--- src/rtl/snn_uart_pkg.sv ---
// Shared definitions for the SNN result UART transmitter.
// Holds the transmit FSM state type, the result-pair payload layout,
// the frame geometry, the default sync byte and the baud divisor helper.
package snn_uart_pkg;

    // Transmit sequencer states.
    typedef enum logic [2:0] {
        IDLE,
        LOAD,
        START,
        DATA,
        STOP,
        NEXT
    } tx_state_e;

    // One captured inference result.
    typedef struct packed {
        logic [15:0] p1;
        logic [15:0] p2;
    } result_t;

    localparam int unsigned FRAME_BYTES       = 5;
    localparam int unsigned FRAME_W           = 8 * FRAME_BYTES;
    localparam logic [7:0]  DEFAULT_SYNC_BYTE = 8'hA5;
    localparam int unsigned DEFAULT_CLK_HZ    = 22_220_000;
    localparam int unsigned DEFAULT_BAUD      = 57_600;

    // Clock cycles per UART bit, rounded to nearest.
    function automatic int unsigned calc_clks_per_bit(input int unsigned clk_hz,
                                                      input int unsigned baud);
        return (clk_hz + baud / 2) / baud;
    endfunction

    localparam int unsigned DEFAULT_CLKS_PER_BIT =
        calc_clks_per_bit(DEFAULT_CLK_HZ, DEFAULT_BAUD);

endpackage

--- src/rtl/snn_result_fifo.sv ---
// Single-clock result FIFO with full/empty flags.
// Ports: clk/rst (async, active-high), push/push_data, pop/pop_data,
// full, empty. A push while full is accepted only if a pop happens in the
// same cycle. Read data is the head entry, visible the cycle after its push.
module snn_result_fifo #(
    parameter int unsigned WIDTH = 32,
    parameter int unsigned DEPTH = 4
) (
    input  logic             clk,
    input  logic             rst,
    input  logic             push,
    input  logic [WIDTH-1:0] push_data,
    input  logic             pop,
    output logic [WIDTH-1:0] pop_data,
    output logic             full,
    output logic             empty
);

    localparam int unsigned AW = $clog2(DEPTH);
    localparam int unsigned CW = AW + 1;

    logic [WIDTH-1:0] mem_q [DEPTH];
    logic [WIDTH-1:0] mem_d [DEPTH];
    logic [AW-1:0]    wr_ptr_q, wr_ptr_d;
    logic [AW-1:0]    rd_ptr_q, rd_ptr_d;
    logic [CW-1:0]    count_q, count_d;
    logic             push_ok;
    logic             pop_ok;

    assign full     = (count_q == CW'(DEPTH));
    assign empty    = (count_q == '0);
    assign pop_data = mem_q[rd_ptr_q];

    // Pointer/count update; pointers wrap naturally since DEPTH is 2^AW.
    always_comb begin
        pop_ok   = pop && !empty;
        push_ok  = push && (!full || pop_ok);
        mem_d    = mem_q;
        wr_ptr_d = wr_ptr_q;
        rd_ptr_d = rd_ptr_q;
        if (push_ok) begin
            mem_d[wr_ptr_q] = push_data;
            wr_ptr_d        = wr_ptr_q + AW'(1);
        end
        if (pop_ok) begin
            rd_ptr_d = rd_ptr_q + AW'(1);
        end
        count_d = count_q + CW'(push_ok) - CW'(pop_ok);
    end

    always_ff @(posedge clk or posedge rst) begin
        if (rst) begin
            for (int i = 0; i < int'(DEPTH); i++) begin
                mem_q[i] <= '0;
            end
            wr_ptr_q <= '0;
            rd_ptr_q <= '0;
            count_q  <= '0;
        end else begin
            mem_q    <= mem_d;
            wr_ptr_q <= wr_ptr_d;
            rd_ptr_q <= rd_ptr_d;
            count_q  <= count_d;
        end
    end

endmodule

--- src/rtl/snn_result_uart_tx.sv ---
// SNN result serial link transmitter.
// Decimates the SNN output-buffer write strobe to one capture per inference,
// buffers (p1, p2) pairs and sends each as a 5-byte 8N1 frame:
// {SYNC_BYTE, p1[15:8], p1[7:0], p2[15:8], p2[7:0]}.
// Ports: wb_clk, wb_rst (async, active-high); valid_snn, p1, p2, n_decim, en
// (capture side); tx (UART line), busy, overflow (sticky), frame_cnt.
module snn_result_uart_tx
    import snn_uart_pkg::*;
#(
    parameter int unsigned CLKS_PER_BIT = DEFAULT_CLKS_PER_BIT,
    parameter int unsigned FIFO_DEPTH   = 4,
    parameter logic [7:0]  SYNC_BYTE    = DEFAULT_SYNC_BYTE
) (
    input  logic        wb_clk,
    input  logic        wb_rst,
    input  logic        valid_snn,
    input  logic [15:0] p1,
    input  logic [15:0] p2,
    input  logic [31:0] n_decim,
    input  logic        en,
    output logic        tx,
    output logic        busy,
    output logic        overflow,
    output logic [15:0] frame_cnt
);

    localparam int unsigned BAUD_W = $clog2(CLKS_PER_BIT + 1);

    tx_state_e            state_q, state_d;
    logic [BAUD_W-1:0]    baud_q, baud_d;
    logic [2:0]           bit_idx_q, bit_idx_d;
    logic [2:0]           byte_idx_q, byte_idx_d;
    logic [FRAME_W-1:0]   frame_q, frame_d;
    logic [31:0]          dcnt_q, dcnt_d;
    logic [15:0]          frame_cnt_q, frame_cnt_d;
    logic                 tx_q, tx_d;
    logic                 busy_q, busy_d;
    logic                 overflow_q, overflow_d;

    logic                 strobe;
    logic                 capture;
    logic [31:0]          n_eff;
    logic                 baud_wrap;
    logic [7:0]           cur_byte;
    result_t              cap_res;
    result_t              head_res;
    logic                 fifo_pop;
    logic                 fifo_full;
    logic                 fifo_empty;

    assign cap_res.p1 = p1;
    assign cap_res.p2 = p2;

    snn_result_fifo #(
        .WIDTH ($bits(result_t)),
        .DEPTH (FIFO_DEPTH)
    ) u_fifo (
        .clk       (wb_clk),
        .rst       (wb_rst),
        .push      (capture),
        .push_data (cap_res),
        .pop       (fifo_pop),
        .pop_data  (head_res),
        .full      (fifo_full),
        .empty     (fifo_empty)
    );

    // Decimator: capture on the first strobe of each group of n_decim.
    always_comb begin
        strobe  = valid_snn && en;
        n_eff   = (n_decim == 32'd0) ? 32'd1 : n_decim;
        capture = strobe && (dcnt_q == 32'd0);
        dcnt_d  = dcnt_q;
        if (strobe) begin
            dcnt_d = (dcnt_q == n_eff - 32'd1) ? 32'd0 : dcnt_q + 32'd1;
        end
    end

    // Transmit sequencer; frame register shifts one byte left per byte sent,
    // so the byte on the wire is always the top byte.
    always_comb begin
        state_d     = state_q;
        baud_d      = baud_q;
        bit_idx_d   = bit_idx_q;
        byte_idx_d  = byte_idx_q;
        frame_d     = frame_q;
        frame_cnt_d = frame_cnt_q;
        fifo_pop    = 1'b0;
        baud_wrap   = (baud_q == BAUD_W'(CLKS_PER_BIT - 1));
        cur_byte    = frame_q[FRAME_W-1 -: 8];

        case (state_q)
            IDLE: begin
                if (!fifo_empty) state_d = LOAD;
            end
            LOAD: begin
                fifo_pop   = 1'b1;
                frame_d    = {SYNC_BYTE, head_res.p1, head_res.p2};
                byte_idx_d = 3'd0;
                baud_d     = '0;
                state_d    = START;
            end
            START: begin
                if (baud_wrap) begin
                    baud_d    = '0;
                    bit_idx_d = 3'd0;
                    state_d   = DATA;
                end else begin
                    baud_d = baud_q + BAUD_W'(1);
                end
            end
            DATA: begin
                if (baud_wrap) begin
                    baud_d = '0;
                    if (bit_idx_q == 3'd7) begin
                        state_d = STOP;
                    end else begin
                        bit_idx_d = bit_idx_q + 3'd1;
                    end
                end else begin
                    baud_d = baud_q + BAUD_W'(1);
                end
            end
            STOP: begin
                if (baud_wrap) begin
                    baud_d = '0;
                    if (byte_idx_q < 3'(FRAME_BYTES - 1)) begin
                        byte_idx_d = byte_idx_q + 3'd1;
                        frame_d    = {frame_q[FRAME_W-9:0], 8'h00};
                        state_d    = START;
                    end else begin
                        frame_cnt_d = frame_cnt_q + 16'd1;
                        state_d     = NEXT;
                    end
                end else begin
                    baud_d = baud_q + BAUD_W'(1);
                end
            end
            NEXT: begin
                state_d = fifo_empty ? IDLE : LOAD;
            end
            default: begin
                state_d = IDLE;
            end
        endcase

        // Line level for the coming cycle, from the state being entered.
        case (state_d)
            START:   tx_d = 1'b0;
            DATA:    tx_d = cur_byte[bit_idx_d];
            default: tx_d = 1'b1;
        endcase

        busy_d     = (state_d != IDLE) || !fifo_empty || capture;
        overflow_d = overflow_q || (capture && fifo_full && !fifo_pop);
    end

    always_ff @(posedge wb_clk or posedge wb_rst) begin
        if (wb_rst) begin
            state_q     <= IDLE;
            baud_q      <= '0;
            bit_idx_q   <= 3'd0;
            byte_idx_q  <= 3'd0;
            frame_q     <= '0;
            dcnt_q      <= 32'd0;
            frame_cnt_q <= 16'd0;
            tx_q        <= 1'b1;
            busy_q      <= 1'b0;
            overflow_q  <= 1'b0;
        end else begin
            state_q     <= state_d;
            baud_q      <= baud_d;
            bit_idx_q   <= bit_idx_d;
            byte_idx_q  <= byte_idx_d;
            frame_q     <= frame_d;
            dcnt_q      <= dcnt_d;
            frame_cnt_q <= frame_cnt_d;
            tx_q        <= tx_d;
            busy_q      <= busy_d;
            overflow_q  <= overflow_d;
        end
    end

    assign tx        = tx_q;
    assign busy      = busy_q;
    assign overflow  = overflow_q;
    assign frame_cnt = frame_cnt_q;

endmodule

--- config.mk ---
export PLATFORM = sky130hd
export DESIGN_NAME = snn_result_uart_tx
export DESIGN_NICKNAME = d
export VERILOG_FILES = /design/src/rtl/snn_uart_pkg.sv /design/src/rtl/snn_result_fifo.sv /design/src/rtl/snn_result_uart_tx.sv
export SDC_FILE = /design/constraint.sdc
export NUM_CORES = 1
export LEC_CHECK = 0
export CORE_UTILIZATION = 30
export CTS_CLUSTER_DIAMETER = 30
export DETAILED_ROUTE_END_ITERATION = 16
export SYNTH_ARGS = -nofsm -noshare
export SYNTH_HDL_FRONTEND = slang
export SYNTH_SLANG_ARGS = --single-unit
--- constraint.sdc ---
create_clock -name wb_clk -period 11.8 [get_ports wb_clk]
set_input_delay 2.95 -clock wb_clk [delete_from_list [all_inputs] [get_ports wb_clk]]
set_output_delay 2.95 -clock wb_clk [all_outputs]
set_load 0.03 [all_outputs]
==> key figures, run 1 <==
Run status
  – Outcome: finished, final reports clean

Die
  – Horiz. Die Dim: 204 um
  – FP Rows: 73
  – Initial Utilization: 0.307
  – Die Height: 204 um
  – Die footprint: 41700 um2
  – Core Box Area: 40000 um2
  – Num ports: 87

Timing
  – RSZ-0062 raised after global routing: no
  – Final min period: ~7 ns
  – Slew @ Worst Pin: 1.11 ns
  – Clk_skew: between 0.02 and 0.025 ns
  – PnR worst setup slack: 4.75 ns
  – # setup viols final: 0
  – Final Cycle Share: 0.597
  – Fmax: approximately 0.14 GHz
  – Normalized max-slew margin: 0.257
  – Hold Fails Final Rpt: 0
  – Final Max Slew Viols: 0
  – Setup_tns: 0 ns

Critical path
  – R2R Path Start: state_q[0]
  – Worst reg2reg path depth: 6
  – CP Max Fanout: 32
  – Worst endpoint required time: 12.22 ns
  – Startpoint types: input port
  – R2R setup slack: 8.15 ns
  – Crit. End Element: register
  – Crit Path Class: in2reg
  – Data arrival time of the worst path: 7.46 ns
  – RR Endpoint: tx

Clock tree
  – CTS tree: done
  – Post-cts hold buffer count: 0
  – Clock Latency Late Sink: 0.56 ns
  – CTS clk-pin slew, worst paths: 0.04 ns
  – # clock sinks: about 240
  – CTS Buffer Depth: 3
  – Clk root buf: clkbuf_16
  – H-tree Lvls: 2
  – CTS buffer count: 49
  – Post-CTS setup buffer count: 0
  – Post-CTS resize count: 0

Detailed routing
  – DRT Pass-1 Iters: 5
  – Routed wl met2: 14100 um
  – DRC marker count from the first detailed-route iteration: 438
  – Routed WL: 29700 um
  – M1 WL: 13200 um
  – DR DRC count: 0
  – Vias: around 8700
  – Routed met3 length: 1470 um
  – Vias per cell: between 4 and 5
  – Routed Antenna Nets: 0
  – Drt wl/cell: about 17 um
  – Top Layer Used: met4

Final layout
  – Syn-to-layout area delta: 25.5%
  – Area of the multi-input gates: 5840 um2
  – Filler cells: 3923
  – Nets: 1279
  – Share of layout cells above drive strength 1: 0.217
  – Fin area: 15400 um2
  – Reg area: 6110 um2
  – Post-layout util: 0.385
  – Antenna cells: 0

Pwr
  – Leakage: a little under 0.007 uW
  – Switch Pwr: roughly 540 uW
  – Tot Pwr: 2380 uW
  – Combinational Power Share: 0.038
  – Int Power: 1840 uW
  – Power Density: 155 nW/um2
  – Net Sw Frac: 0.227
  – IR drop worst, VDD: 126 uV
  – Sequential Power Share: 0.357
  – Clock power share: 0.605

Placed design
  – Port bufs: 86
  – Gp weighted congestion: 0.901
  – Placed inst area: 13700 um2
  – DP Wirelength: about 19000 um
  – Dpl ws: 4.23 ns

Min path
  – Hold Crit Class: reg2reg
  – Worst hold path depth: 1
  – WHS Endpoint: overflow
  – Min-delay src: overflow

Global routing
  – First-pass GRT wire length: 48700 um
  – Vias in the first global route: roughly 9000
  – Gr ovfl total: 0
  – GRT Util Overall: 0.146
  – Antenna violations before repair: 0
  – Pin count of the biggest net entering global routing: 101

Synthesis
  – Syn avg cell area: 11.1 um2
  – Register bit total from synthesis: 244
  – Syn nets: 1188
  – Synth Cell Area: ~12000 um2
  – Sequential element share of the synthesized area: 0.497
  – Primary FF master, synth: dfrtp_1
  – EDFF count, synth: 0
  – Top cells by area, synth: dfrtp_1 (50%), mux2_2 (12%), mux4_2 (5.9%), xnor2_1 (4.0%), nand2_1 (3.9%)
  – Yosys warns: 0
  – Post-Syn Instances: 1105
  – Top cell type's share of synthesized area: 0.495
  – Area leader, netlist: dfrtp_1
  – Asr flop ratio synth: 1.00
  – Count of cell types in the netlist: 60

Flow run
  – Max-cap violations: 0
## per-layer routing
layer,vias up,GRT usage
met4,0,0.0549
met5,-,0
met1,4315,0.190
met2,211,0.240
li1,4152,-
met3,62,0.0298
## worst max path at each step
stage	cells past startpoint	start	end	slack, ns
final	15	n_decim[7]	dcnt_q[24]	4.75
after global routing	15	n_decim[17]	dcnt_q[5]	4.29
after CTS	15	n_decim[13]	dcnt_q[22]	4.78
after detailed placement	15	n_decim[13]	dcnt_q[1]	4.23
after global placement	15	n_decim[2]	dcnt_q[1]	4.31
after floorplan	1	wb_rst	baud_q[0]	2.15
## cells by family (layout without fill, tap and decap cells)
| family | Yosys count | after routing | share of synthesized area |
|---|---|---|---|
| simple gates | 362 | 362 | 0.142 |
| compound gates | 135 | 135 | 0.0651 |
| xor+xnor | 94 | 94 | 0.0671 |
| mux | 171 | 171 | 0.185 |
| buf+inv | 84 | 216 | 0.0267 |
| flops | 244 | 244 | 0.497 |
| fa+ha+maj | 15 | 15 | 0.0159 |
## Yosys cell counts, types with 26 or more instances
cell type	number
clkbuf_1	37
inv_1	27
o21ai_0	41
xnor2_1	56
xor2_1	38
mux2_2	130
nor3_1	26
dfrtp_1	243
nand3_1	28
nor2_1	83
a21oi_1	36
mux4_2	32
a31oi_1	27
nand2_1	129
## state kept, by name, indices dropped and copies added, names as in the netlist, 3 cells and up
signal          count
u_fifo.mem_q      128
baud_q              9
byte_idx_q          3
u_fifo.count_q      3
frame_cnt          16
frame_q            40
state_q             3
bit_idx_q           3
dcnt_q             32
## worst max-delay path, stage by stage
cell,delay [ns]
clkdlybuf4s50_1,0.54
nor4_1,0.81
nand3_1,0.37
nor3_1,0.42
nor2_1,0.09
ha_1,0.32
nor2b_1,0.19
nand4b_1,0.13
xnor2_1,0.10
a211o_1,0.23
a2111oi_0,0.36
nor4b_2,0.25
nor4b_4,0.22
buf_4,0.36
a21oi_1,0.13
## stage by stage
stage / hold slack, ns / instances
5_1_grt: 0.484 / 1762
4_1_cts: 0.462 / 1762
2_1_floorplan: 0.443 / 1105
6_report: 0.459 / 1762
3_3_place_gp: 0.445 / 1670
3_5_place_dp: 0.448 / 1670
## power groups by stage
stage          combinational, uW  sequential, uW  clock, uW
6_report                    91.6             851       1440
5_1_grt                      103             850       1510
3_3_place_gp                91.8             864          0
4_1_cts                     93.1             850       1470
3_5_place_dp                92.3             864          0
2_1_floorplan               46.2             859          0
## cell type report
type,instances,area share
Sequential cell,244,0.396
Timing Repair Buffer,97,0.0612
Tap cell,525,0.0426
Clock inverter,30,0.0269
Clock buffer,62,0.0866
Inverter,27,0.00706
Multi-Input combinational cell,777,0.379
## cells in the final DEF (no fill, tap or decap), drive strengths merged, types with 11 or more instances in the layout
cell type	Yosys	routed
dfrtp	243	243
mux2	130	130
nand2	129	129
clkdlybuf4s50	0	86
nor2	83	83
clkbuf	37	62
xnor2	56	56
o21ai	42	42
xor2	38	38
a21oi	36	36
mux4	32	32
inv	27	32
nand3	28	28
a31oi	27	27
nor3	27	27
nor4	23	23
nand4	18	18
ha	14	14
clkinv	0	13
buf	20	11
(Power assumes the default switching activity.)
==> inputs of run 2 (changes only) <==
Clock period 11.8 ns to 6.7 ns, I/O delays scaled along.
==> run 2 against run 1 <==
Effect of this change:
- cell area up 0.33%
- critical endpoint is now dcnt_q[1]
- worst hold slack better by 0.018 ns
- flip-flop and latch count unchanged
- largest power group unchanged
- combinational power increased by 79%
==> key figures, run 2 (synthesized netlist as in run 1, its figures left out) <==
Clock tree
  – CTS buffer count: 48 (was 49)
  – Clk root buf: clkbuf_16 (unchanged)
  – Clock Latency Late Sink: 0.56 ns (about the same)
  – H-tree Lvls: 2 (unchanged)
  – Post-CTS setup buffer count: 0 (unchanged)
  – CTS clk-pin slew, worst paths: 0.05 ns (was 0.04 ns)
  – CTS tree: done (unchanged)
  – Post-cts hold buffer count: 0 (unchanged)
  – CTS Buffer Depth: 3 (unchanged)
  – Post-CTS resize count: 0 (unchanged)
  – # clock sinks: 244 (unchanged)

Critical path
  – Worst endpoint required time: 7.13 ns (was 12.22 ns)
  – CP Max Fanout: 32 (unchanged)
  – R2R Path Start: state_q[0] (unchanged)
  – Startpoint types: input port (unchanged)
  – Crit. End Element: register (unchanged)
  – Data arrival time of the worst path: 6.00 ns (was 7.46 ns)
  – CP Launch Point: n_decim[3] (was n_decim[7])
  – Crit Path Class: in2reg (unchanged)

Placed design
  – DP Wirelength: 19100 um (was 19300 um)
  – Placed Cells: 1675 (was 1670)
  – Gp weighted congestion: 0.892 (was 0.901)
  – Port bufs: 86 (unchanged)

Final layout
  – Cell Count, Final, Fillers Out: 1764 (was 1762)
  – Share of layout cells above drive strength 1: 0.220 (was 0.217)
  – Largest Register: u_fifo.mem_q (unchanged)
  – Nets: 1283 (was 1279)
  – Most frequent cells in the layout: dfrtp_1 (242), mux2_2 (130), nand2_1 (129), clkdlybuf4s50_1 (86), nor2_1 (83) (unchanged)
  – Largest regs: u_fifo.mem_q x128, frame_q x40, dcnt_q x32 (unchanged)
  – Commonest non-fill, non-tap cell in the layout: dfrtp_1 (unchanged)
  – Filler cells: 3856 (was 3923)
  – Max reg flops: 128 (unchanged)
  – Antenna cells: 0 (unchanged)
  – Syn-to-layout area delta: 25.9% (was 25.5%)

Timing
  – Clk_skew: 0.0375 ns (was 0.0246 ns)
  – RSZ-0062 raised after global routing: no (unchanged)
  – # setup viols final: 0 (unchanged)
  – Setup_tns: 0 ns (unchanged)
  – Fmax: 0.179 GHz
  – Final Cycle Share: 0.832
  – Final Max Slew Viols: 0 (unchanged)
  – Slew @ Worst Pin: 1.03 ns (was 1.11 ns)
  – Final min period: 5.58 ns
  – Hold Fails Final Rpt: 0 (unchanged)
  – Normalized max-slew margin: 0.308 (was 0.257)

Detailed routing
  – Routed Antenna Nets: 0 (unchanged)
  – Routed WL: 29500 um (was 29700 um)
  – DRT Pass-1 Iters: 5 (unchanged)
  – Drt wl/cell: 16.7 um (was 16.8 um)
  – Vias per cell: 4.97 (was 4.96)
  – DRC marker count from the first detailed-route iteration: 395 (was 438)
  – DR DRC count: 0 (unchanged)
  – Vias: 8770 (was 8740)

Die
  – FP Rows: 73 (unchanged)
  – Die footprint: 41700 um2 (unchanged)
  – Num ports: 87 (unchanged)
  – Core Box Area: 40000 um2 (unchanged)
  – Horiz. Die Dim: 204 um (unchanged)
  – Initial Utilization: 0.307 (unchanged)
  – Die Height: 204 um (unchanged)

Pwr
  – Int Power: 3240 uW (was 1840 uW)
  – Net Sw Frac: 0.225 (was 0.227)
  – IR drop worst, VDD: 188 uV (was 126 uV)
  – Switch Pwr: 940 uW (was 541 uW)
  – Combinational Power Share: 0.039 (was 0.038)
  – Leakage: 0.00677 uW (was 0.00675 uW)
  – Clock power share: 0.603 (was 0.605)
  – Power Density: 271 nW/um2 (was 155 nW/um2)
  – Sequential Power Share: 0.358 (was 0.357)

Global routing
  – Gr ovfl total: 0 (unchanged)
  – GRT Util Overall: 0.146 (about the same)
  – Pin count of the biggest net entering global routing: 153 (was 101)
  – Antenna violations before repair: 0 (unchanged)
  – Vias in the first global route: 9009 (was 9108)
  – First-pass GRT wire length: 48800 um (was 48700 um)

Flow run
  – Max-cap violations: 0 (unchanged)

Min path
  – Min-delay src: overflow (unchanged)
  – Hold Crit Class: reg2reg (unchanged)

Run status
  – Outcome: finished, final reports clean (unchanged)
-- run 2: final timing paths --
check	end	slack, ns	cells past startpoint
setup / recovery	dcnt_q[1]	1.12	15
hold / removal	overflow	0.48	1
setup reg to reg	tx	3.05	6
hold reg to reg	overflow	0.48	1
max in group asynchronous	u_fifo.mem_q[92]	3.84	3
min in group asynchronous	dcnt_q[16]	1.54	2
-- run 2: layout make-up --
cell class,count,area [um2],area share
Inverter,27,105,0.00680
Multi-Input combinational cell,777,5840,0.378
Timing Repair Buffer,102,1010,0.0651
Tap cell,525,657,0.0425
Clock inverter,31,452,0.0292
Sequential cell,244,6110,0.395
Clock buffer,58,1290,0.0834
-- run 2: per-stage QoR --
| stage | hold slack, ns | util | setup slack [ns] | total power (uW) | cell area, um2 |
|---|---|---|---|---|---|
| final | 0.476 | 0.386 | 1.12 | 4180 | 15500 |
| after global routing | 0.494 | 0.386 | 0.839 | 4350 | 15500 |
| after CTS | 0.474 | 0.386 | 1.15 | 4240 | 15500 |
| after detailed placement | 0.454 | 0.343 | 0.573 | 1690 | 13700 |
| after global placement | 0.446 | 0.343 | 0.708 | 1680 | 13700 |
| after floorplan | 0.443 | - | 1.31 | 1590 | 12300 |
-- run 2: power groups by stage --
stage	sequential, uW	clock, uW	combinational [uW]
finish	1500	2520	164
global route	1500	2670	185
CTS	1500	2580	166
detailed placement	1520	0	165
global placement	1520	0	163
floorplan	1510	0	81.5
-- run 2: worst max-delay path, stage by stage --
cell	delay, ns
clkdlybuf4s50_1	0.50
or4_1	0.69
or4_4	0.49
nor3_1	0.34
nor2_1	0.08
ha_1	0.31
nor2b_1	0.20
nand4b_1	0.13
xnor2_1	0.09
a211o_1	0.23
a2111oi_0	0.38
nor4b_2	0.26
nor4b_4	0.28
buf_12	0.22
o22ai_1	0.10
-- run 2: per-layer routing --
metal | track usage | routed length (um) | vias up
li1 | - | - | 4164
met1 | 0.197 | 13800 | 4378
met2 | 0.235 | 13800 | 184
met3 | 0.0281 | 1280 | 44
met4 | 0.0448 | 596 | 0
met5 | 0 | 0 | -
==> inputs of run 3 (changes only) <==
Clock period 6.7 ns to 4.5 ns, I/O delays scaled along.
==> run 3 against run 2 <==
Effect of this change:
- flip-flop and latch count unchanged
- clock skew increased by 0.0041 ns
- combinational power rose by 66%
- wire length grew 1.5%
- via count increased by 4.2%
- clock power increased by 83%
- register-to-register slack worse by 1.5 ns
- non-clock buffer count rose by 67
- critical path type unchanged
- critical endpoint is now dcnt_q[0]
- largest cell class unchanged
==> key figures, run 3 (synthesized netlist as in run 1, its figures left out) <==
Final layout
  – Commonest non-fill, non-tap cell in the layout: dfrtp_1 (unchanged)
  – Reg area: 6110 um2 (unchanged)
  – Antenna cells: 0 (unchanged)
  – Share of layout cells above drive strength 1: 0.277 (was 0.220)
  – Largest regs: u_fifo.mem_q x128, frame_q x40, dcnt_q x32 (unchanged)
  – Largest Register: u_fifo.mem_q (unchanged)
  – Filler cells: 3824 (was 3856)
  – Fin area: 16500 um2 (was 15500 um2)
  – Area of the multi-input gates: 5870 um2 (was 5840 um2)
  – Max reg flops: 128 (unchanged)
  – Nets: 1361 (was 1283)
  – Most frequent cells in the layout: dfrtp_1 (242), mux2_2 (130), nand2_1 (129), clkdlybuf4s50_1 (86), nor2_1 (83) (unchanged)
  – Syn-to-layout area delta: 34.0% (was 25.9%)

Timing
  – Normalized max-slew margin: 0.381 (was 0.308)
  – Clk_skew: 0.0416 ns (was 0.0375 ns)
  – Fmax: between 0.2 and 0.25 GHz
  – Hold Fails Final Rpt: 0 (unchanged)
  – # setup viols final: 0 (unchanged)
  – RSZ-0062 raised after global routing: no (unchanged)
  – PnR worst setup slack: 0.210 ns (was 1.12 ns)
  – Final Max Slew Viols: 0 (unchanged)
  – Final min period: 4.29 ns
  – Slew @ Worst Pin: 0.927 ns (was 1.03 ns)
  – Final Cycle Share: 0.953

Clock tree
  – H-tree Lvls: 2 (unchanged)
  – Post-cts hold buffer count: 0 (unchanged)
  – CTS clk-pin slew, worst paths: 0.04 ns (was 0.05 ns)
  – CTS buffer count: 59 (was 48)
  – CTS Buffer Depth: 3 (unchanged)
  – Clock Latency Late Sink: 0.60 ns (was 0.56 ns)
  – Clk root buf: clkbuf_16 (unchanged)
  – # clock sinks: 244 (unchanged)
  – CTS tree: done (unchanged)

Detailed routing
  – Vias: 9141 (was 8770)
  – Vias per cell: 4.94 (was 4.97)
  – Drt wl/cell: 16.2 um (was 16.7 um)
  – M1 WL: 13800 um (about the same)
  – DRC marker count from the first detailed-route iteration: 465 (was 395)
  – Top Layer Used: met4 (unchanged)
  – Routed wl met2: 14200 um (was 13800 um)
  – Routed Antenna Nets: 0 (unchanged)
  – DR DRC count: 0 (unchanged)
  – Routed met3 length: 1280 um (about the same)
  – Routed WL: 29900 um (was 29500 um)
  – DRT Pass-1 Iters: 5 (unchanged)

Global routing
  – Gr ovfl total: 0 (unchanged)
  – GRT Util Overall: 0.148 (was 0.146)
  – Vias in the first global route: 9255 (was 9009)
  – Antenna violations before repair: 0 (unchanged)
  – First-pass GRT wire length: 49100 um (was 48800 um)
  – Pin count of the biggest net entering global routing: 105 (was 153)

Pwr
  – IR drop worst, VDD: 318 uV (was 188 uV)
  – Leakage: 0.00736 uW (was 0.00677 uW)
  – Power Density: 432 nW/um2 (was 271 nW/um2)

Critical path
  – R2R Path Start: baud_q[2] (was state_q[0])
  – Worst endpoint required time: 4.94 ns (was 7.13 ns)
  – Worst reg2reg path depth: 7 (was 6)
  – Startpoint types: input port (unchanged)
  – Crit Path Class: in2reg (unchanged)
  – RR Endpoint: tx (unchanged)
  – CP Max Fanout: 13 (was 32)
  – R2R setup slack: 1.55 ns (was 3.05 ns)
  – Crit. End Element: register (unchanged)
  – Data arrival time of the worst path: 4.73 ns (was 6.00 ns)

Die
  – Core Box Area: 40000 um2 (unchanged)
  – Die footprint: 41700 um2 (unchanged)
  – Die Height: 204 um (unchanged)
  – Initial Utilization: 0.307 (unchanged)
  – FP Rows: 73 (unchanged)
  – Num ports: 87 (unchanged)
  – Horiz. Die Dim: 204 um (unchanged)

Min path
  – Min-delay src: frame_cnt[15] (was overflow)
  – Worst hold path depth: 1 (unchanged)
  – Hold Crit Class: reg2reg (unchanged)
  – WHS Endpoint: frame_cnt[15] (was overflow)

Placed design
  – Port bufs: 86 (unchanged)
  – Dpl ws: -0.434 ns (was 0.573 ns)
  – Gp weighted congestion: 0.910 (was 0.892)
  – DP Wirelength: 20000 um (was 19100 um)
  – Placed inst area: 14200 um2 (was 13700 um2)

Flow run
  – Max-cap violations: 0 (unchanged)

Run status
  – Outcome: finished, final reports clean (unchanged)
## run 3: cell count changes in the layout (fill, tap and decap cells not counted), moves of 2 or more
cell,before,now
buf_4,14,80
clkbuf_8,5,9
clkbuf_16,48,59
clkinv_2,7,17
clkbuf_1,5,3
bufinv_16,8,13
clkinv_4,3,1
clkinvlp_4,8,6
inv_6,3,1
## run 3: per-stage QoR
step	std cells	TNS, ns	util	hold WS (ns)	total power (uW)
after global routing	1852	0	0.411	0.505	7360
after global placement	1742	-12.44	0.356	0.455	2530
final	1852	0	0.411	0.471	7110
after CTS	1852	0	0.411	0.473	7190
after floorplan	1105	0	-	0.443	2380
after detailed placement	1742	-12.55	0.356	0.463	2540
## run 3: repair_timing
item | 4_1_cts | 5_1_grt
setup buffers | 0 | 0
setup endpoints to repair | 0 | 19
gates resized for setup | 0 | 2
## run 3: how the worst max path moves through the flow
stage | start | end | slack, ns | depth (start not counted)
detailed placement | n_decim[5] | dcnt_q[13] | -0.43 | 14
finish | n_decim[3] | dcnt_q[0] | 0.21 | 14
floorplan | n_decim[2] | dcnt_q[2] | 0.01 | 17
global placement | n_decim[5] | dcnt_q[31] | -0.42 | 14
CTS | n_decim[3] | dcnt_q[15] | 0.15 | 14
global route | n_decim[3] | dcnt_q[11] | 0.03 | 14
## run 3: power by group
| part | switching (uW) | internal, uW | leakage [uW] |
|---|---|---|---|
| clock | 1340 | 3270 | 0.00108 |
| combinational | 149 | 124 | 0.00290 |
| sequential | 19.0 | 2210 | 0.00338 |
| total | 1500 | 5610 | 0.00736 |
## run 3: layout make-up
| cell class | instances | share of cell area |
|---|---|---|
| Clock inverter | 39 | 0.0359 |
| Timing Repair Buffer | 169 | 0.0919 |
| Inverter | 27 | 0.00639 |
| Sequential cell | 244 | 0.371 |
| Tap cell | 525 | 0.0399 |
| Multi-Input combinational cell | 777 | 0.357 |
| Clock buffer | 71 | 0.0980 |
## run 3: worst max-delay path, stage by stage
cell             delay, ns
clkdlybuf4s50_1       0.43
or4_1                 0.55
or4_4                 0.53
nor3_4                0.13
nor2_1                0.07
ha_2                  0.32
xor2_1                0.14
o211ai_1              0.10
a211o_1               0.29
a2111oi_2             0.18
nor4b_2               0.23
nor4b_4               0.28
buf_4                 0.25
o21ai_0               0.11
## run 3: per-layer routing
metal,up-vias,track usage
li1,4320,-
met1,4605,0.195
met2,166,0.242
met3,50,0.0300
met4,0,0.0520
met5,-,0
